[src/rtl/t09_display_pkg.sv]
// Shared types and 7-segment glyph constants for the score display.
package t09_display_pkg;

  typedef enum logic [1:0] {
    ONES     = 2'd0,
    TENS     = 2'd1,
    HUNDREDS = 2'd2
  } digit_idx_t;

  localparam logic [6:0] SEG_BLANK = 7'h00;
  localparam logic [6:0] SEG_DASH  = 7'h40;

  // Bit order {g,f,e,d,c,b,a}, active-high.
  localparam logic [6:0] SEG_DIGIT [0:9] = '{
    7'h3F, 7'h06, 7'h5B, 7'h4F, 7'h66,
    7'h6D, 7'h7D, 7'h07, 7'h7F, 7'h6F
  };

endpackage

[src/rtl/t09_bcd_to_7seg.sv]
// Combinational BCD digit to 7-segment glyph, with blanking and a dash for illegal codes.
module t09_bcd_to_7seg
  import t09_display_pkg::*;
(
  input  logic [3:0] i_bcd,
  input  logic       i_blank,
  output logic [6:0] o_seg
);

  always_comb begin
    o_seg = SEG_BLANK;
    if (!i_blank) begin
      if (i_bcd > 4'd9) begin
        o_seg = SEG_DASH;
      end else begin
        o_seg = SEG_DIGIT[i_bcd];
      end
    end
  end

endmodule

[src/rtl/t09_score_display.sv]
// 3-digit multiplexed score display: per-frame input snapshot, leading-zero
// blanking, and whole-display blink while the game-complete flag is latched.
module t09_score_display
  import t09_display_pkg::*;
#(
  parameter int SCAN_DIV      = 1000,
  parameter int BLINK_FRAMES  = 64,
  parameter bit AN_ACTIVE_LOW = 1'b1
) (
  input  logic       clk,
  input  logic       rst,
  input  logic [3:0] bcd_ones,
  input  logic [3:0] bcd_tens,
  input  logic [3:0] bcd_hundreds,
  input  logic       isGameComplete,
  output logic [6:0] seg,
  output logic [2:0] an,
  output logic       frame_tick
);

  localparam int CNT_W = $clog2(SCAN_DIV);
  localparam int BLK_W = (BLINK_FRAMES > 1) ? $clog2(BLINK_FRAMES) : 1;
  localparam logic [CNT_W-1:0] SCAN_LAST  = CNT_W'(SCAN_DIV - 1);
  localparam logic [BLK_W-1:0] BLINK_LAST = BLK_W'(BLINK_FRAMES - 1);
  localparam logic [2:0]       AN_OFF     = {3{AN_ACTIVE_LOW}};

  logic [CNT_W-1:0] r_scan_cnt;
  digit_idx_t       r_digit_idx;
  logic             r_first;
  logic [3:0]       r_sh_ones;
  logic [3:0]       r_sh_tens;
  logic [3:0]       r_sh_hundreds;
  logic             r_sh_complete;
  logic [BLK_W-1:0] r_blink_cnt;
  logic             r_blink_on;
  logic [6:0]       r_seg;
  logic [2:0]       r_an;
  logic             r_frame_tick;

  logic             w_scan_last;
  logic             w_boundary;
  logic [3:0]       w_sel_bcd;
  logic             w_sel_blank;
  logic [2:0]       w_an_onehot;
  logic [6:0]       w_seg;

  assign w_scan_last = (r_scan_cnt == SCAN_LAST);
  // The first cycle out of reset acts as an extra snapshot point.
  assign w_boundary  = r_first || (w_scan_last && (r_digit_idx == HUNDREDS));

  always_comb begin
    w_sel_bcd   = r_sh_ones;
    w_sel_blank = 1'b0;
    w_an_onehot = 3'b001;
    case (r_digit_idx)
      TENS: begin
        w_sel_bcd   = r_sh_tens;
        w_sel_blank = (r_sh_hundreds == 4'd0) && (r_sh_tens == 4'd0);
        w_an_onehot = 3'b010;
      end
      HUNDREDS: begin
        w_sel_bcd   = r_sh_hundreds;
        w_sel_blank = (r_sh_hundreds == 4'd0);
        w_an_onehot = 3'b100;
      end
      default: begin
        w_sel_bcd   = r_sh_ones;
        w_sel_blank = 1'b0;
        w_an_onehot = 3'b001;
      end
    endcase
  end

  t09_bcd_to_7seg u_dec (
    .i_bcd   (w_sel_bcd),
    .i_blank (w_sel_blank),
    .o_seg   (w_seg)
  );

  always_ff @(posedge clk) begin
    if (rst) begin
      r_scan_cnt    <= '0;
      r_digit_idx   <= ONES;
      r_first       <= 1'b1;
      r_sh_ones     <= 4'd0;
      r_sh_tens     <= 4'd0;
      r_sh_hundreds <= 4'd0;
      r_sh_complete <= 1'b0;
      r_blink_cnt   <= '0;
      r_blink_on    <= 1'b1;
      r_seg         <= SEG_BLANK;
      r_an          <= AN_OFF;
      r_frame_tick  <= 1'b0;
    end else begin
      r_first      <= 1'b0;
      r_frame_tick <= w_boundary;

      if (!r_first) begin
        if (w_scan_last) begin
          r_scan_cnt <= '0;
          case (r_digit_idx)
            ONES:    r_digit_idx <= TENS;
            TENS:    r_digit_idx <= HUNDREDS;
            default: r_digit_idx <= ONES;
          endcase
        end else begin
          r_scan_cnt <= r_scan_cnt + 1'b1;
        end
      end

      if (w_boundary) begin
        r_sh_ones     <= bcd_ones;
        r_sh_tens     <= bcd_tens;
        r_sh_hundreds <= bcd_hundreds;
        r_sh_complete <= isGameComplete;
        if (isGameComplete) begin
          if (r_blink_cnt == BLINK_LAST) begin
            r_blink_cnt <= '0;
            r_blink_on  <= ~r_blink_on;
          end else begin
            r_blink_cnt <= r_blink_cnt + 1'b1;
          end
        end else begin
          r_blink_cnt <= '0;
          r_blink_on  <= 1'b1;
        end
      end

      // Outputs reflect the digit selected during the previous cycle.
      if (r_first || (r_sh_complete && !r_blink_on)) begin
        r_seg <= SEG_BLANK;
        r_an  <= AN_OFF;
      end else begin
        r_seg <= w_seg;
        r_an  <= w_an_onehot ^ AN_OFF;
      end
    end
  end

  assign seg        = r_seg;
  assign an         = r_an;
  assign frame_tick = r_frame_tick;

endmodule

[config.mk]
export PLATFORM = sky130hd
export DESIGN_NAME = t09_score_display
export DESIGN_NICKNAME = d
export VERILOG_FILES = /design/src/rtl/t09_display_pkg.sv /design/src/rtl/t09_bcd_to_7seg.sv /design/src/rtl/t09_score_display.sv
export SDC_FILE = /design/constraint.sdc
export NUM_CORES = 1
export LEC_CHECK = 0
export BUFFER_PORTS_ARGS = -buffer_cell sky130_fd_sc_hd__buf_4
export CORE_UTILIZATION = 23
export DETAILED_ROUTE_END_ITERATION = 10
export PLACE_DENSITY = 0.46
export RECOVER_POWER = 50
export SKIP_LAST_GASP = 1
export SYNTH_ARGS = -nofsm -noshare
export SYNTH_HDL_FRONTEND = slang
export SYNTH_SLANG_ARGS = --single-unit
[constraint.sdc]
create_clock -name clk -period 2.7 [get_ports clk]
set_input_delay 0 -clock clk [delete_from_list [all_inputs] [get_ports clk]]
set_output_delay 0 -clock clk [all_outputs]
set_load 0.005 [all_outputs]
==> impl_metrics.env <==
export IMPL_critical_path_max_fanout=10
export IMPL_gp_congestion=0.722
export IMPL_status="finished, final reports clean"
export IMPL_dr_total_vias=1550
export IMPL_setup_tns_ns=0
export IMPL_via_per_inst=4.33
export IMPL_die_x_um=96.1
export IMPL_rsz0062_at_grt="no"
export IMPL_gr_total_overflow=0
export IMPL_vdd_drop_max_mv=0.222
export IMPL_synth_compound_area_frac=0.113
export IMPL_drc=0
export IMPL_timing_slew_headroom=0.213
export IMPL_cts_buffers=5
export IMPL_syn_inst=216
export IMPL_path_clk_slew_ns=0.08
export IMPL_cp_arrival_ns=2.61
export IMPL_synth_adder_area_share=0.0799
export IMPL_p_per_area_nw_per_um2=518
export IMPL_drt_iter0_markers=47
export IMPL_synth_distinct_cells=40
export IMPL_worst_slack_ns=0.259
export IMPL_min_period_ns=2.44
export IMPL_top_usage_layer="met2"
export IMPL_fin_nets=282
export IMPL_cts_tree="built"
export IMPL_final_cell_area_um2=2550
export IMPL_dieArea_um2=9230
export IMPL_synth_seq_cells=44
export IMPL_rows=33
export IMPL_yosys_warnings=0
export IMPL_worstPathRequired_ns=2.87
export IMPL_fin_crit_sh=0.904
export IMPL_clk_path_buf_depth=2
export IMPL_final_setup_viol_count=0
export IMPL_clock_sinks=44
export IMPL_placedCellCount=338
export IMPL_port_buffer_count=25
export IMPL_clkLatencyLatePin_ns=0.30
export IMPL_die_h_um=96.1
export IMPL_seq_area_um2=881
export IMPL_tightest_slew_ns=1.18
export IMPL_nFillCells=905
export IMPL_cts_root_buf="clkbuf_8"
export IMPL_worstHoldPathType="in -> reg"
export IMPL_hold_slack_ns=0.458
export IMPL_drive_gt1_frac=0.130
export IMPL_io_pins=26
export IMPL_multi_input_area_um2=1070
export IMPL_synthMuxAreaShare=0.101
export IMPL_synth_simple_area_share=0.200
export IMPL_start_kind="flop"
export IMPL_dp_hpwl_mm=2.95
export IMPL_grt_met3_usage=0.0340
export IMPL_track_usage=0.0982
export IMPL_firstDrtPassIters=4
export IMPL_finalWirelength_mm=4.15
export IMPL_cp_end_kind="flop"
export IMPL_core_um2=8380
export IMPL_grt_pass1_wl_mm=6.92
export IMPL_diodes=0
export IMPL_fin_cells=358
export IMPL_syn_cell_area_um2=2040
export IMPL_syn_avg_cell_area_um2=9.42
export IMPL_pre_cts_ws_ns=0.159
export IMPL_first_global_vias=1474
export IMPL_finalMaxSlewViolations=0
export IMPL_clock_skew_ns=0.0116
export IMPL_wl_per_cell_um=11.6
export IMPL_p_leak_nw=1.01
export IMPL_ys_seq_area_frac=0.433
export IMPL_synth_top_family_by_area="simple AND/OR/NAND/NOR gates"
export IMPL_crit_type="reg -> reg"
export IMPL_start_util=0.243
export IMPL_final_antenna_net_count=0
export IMPL_use_met1=0.130
export IMPL_antenna_found_initial=0
export IMPL_maxCapViolCount=0
export IMPL_fmax_ghz=0.410
export IMPL_synth_xor_area_frac=0.0387
export IMPL_grt_max_degree=28
export IMPL_htree_levels=2
export IMPL_fin_util=0.304
export IMPL_syn_to_final_growth_pct=25.1
export IMPL_p_total_mw=1.32
export IMPL_syn_num_nets=244
export IMPL_dpl_instance_area_um2=2340
export IMPL_use_met2=0.149
export IMPL_finalHoldViolCount=0
-- final cells by class --
cell class | instances | share of cell area
inverter | 7 | 0.0103
timing repair buffer | 41 | 0.134
clock buffer | 5 | 0.0270
tap | 105 | 0.0516
clock inverter | 1 | 0.0118
multi-input combinational | 155 | 0.420
sequential | 44 | 0.346
-- worst paths after layout --
path	start	endpoint	slack (ns)	depth (start not counted)
max	r_digit_idx[0]	seg[4]	0.26	9
min reg2reg	r_blink_cnt[1]	r_blink_cnt[1]	0.48	2
max reg2reg	r_digit_idx[0]	seg[4]	0.26	9
min	bcd_ones[2]	r_sh_ones[2]	0.46	4
-- Yosys cell counts (all sizes together) --
library cell,instances,share of area
nand2,17,0.031
mux2i,19,0.095
a22o,3,0.013
or3b,1,0.0043
a31oi,5,0.015
nand3,5,0.012
xnor2,6,0.026
and4b,2,0.0098
o211ai,1,0.0037
and2b,1,0.0037
nor2b,2,0.0061
nor2,30,0.055
nand3b,4,0.015
nor3b,1,0.0037
o21ai,3,0.0074
a21oi,11,0.027
xor2,3,0.013
a22oi,1,0.0037
a21o,2,0.0074
or4,1,0.0037
nand4b,3,0.013
o21a,2,0.0074
nor4,3,0.0092
a211oi,2,0.0074
inv,7,0.013
or2,1,0.0031
or3,1,0.0031
buf,4,0.011
nand2b,2,0.0061
ha,13,0.080
a41oi,1,0.014
clkbuf,6,0.011
mux2,1,0.0055
dfxtp,44,0.43
o221ai,1,0.0074
or4b,1,0.0049
and3,1,0.0031
nor3,5,0.012
-- power breakdown --
part           internal (mW)  switching [mW]
sequential             0.675          0.0188
clock                  0.266           0.222
combinational         0.0749          0.0636
total                   1.02           0.304
-- cells by family after synthesis --
| logic type | count (synthesis) |
|---|---|
| compound gates | 32 |
| xor+xnor | 9 |
| fa+ha+maj | 13 |
| buf+inv | 17 |
| flops | 44 |
| mux | 20 |
| simple gates | 81 |
-- repair_timing --
item / CTS / global route
setup buffers: 0 / 0
setup endpoints to repair: 0 / 6
resized for setup: 0 / 1
endpoints found under the hold margin: 14 / 0
hold buffers: 14 / 0
-- state kept, by name (all words and copies together) (netlist names) --
signal,count
r_scan_cnt,10
seg,7
r_blink_cnt,6
r_sh_hundreds,4
r_sh_ones,4
r_sh_tens,4
an,3
r_digit_idx,2
frame_tick,1
r_blink_on,1
r_first,1
r_sh_complete,1
-- routing by layer --
metal | share of wire | wire length (um) | vias to the layer above
met5 | 0 | 0 | -
met4 | 0.0077 | 32 | 0
met3 | 0.038 | 158 | 8
met2 | 0.41 | 1710 | 26
met1 | 0.54 | 2250 | 691
li1 | - | - | 825
-- cell usage in the layout, fill, tap and decap left out, types with 3 or more instances in the layout --
| master | n |
|---|---|
| a21oi_1 | 11 |
| a22o_1 | 3 |
| a31oi_1 | 5 |
| buf_4 | 14 |
| clkbuf_1 | 4 |
| clkbuf_4 | 8 |
| clkbuf_8 | 5 |
| dfxtp_1 | 44 |
| dlygate4sd3_1 | 14 |
| ha_1 | 13 |
| inv_1 | 7 |
| mux2i_1 | 17 |
| nand2_1 | 17 |
| nand3_1 | 5 |
| nand3b_1 | 4 |
| nand4b_1 | 3 |
| nor2_1 | 30 |
| nor3_1 | 5 |
| nor4_1 | 3 |
| o21ai_0 | 3 |
| xnor2_1 | 6 |
| xor2_1 | 3 |
-- worst max-delay path, cell delays in order (launching register included) --
cell and delay, ns:
dfxtp_1 0.38, inv_1 0.08, ha_1 0.49, mux2i_2 0.42, inv_1 0.15, ha_1 0.22
nor2_1 0.11, a211oi_1 0.06, o221ai_2 0.28, nor3_1 0.11
(Power assumes the default switching activity.)
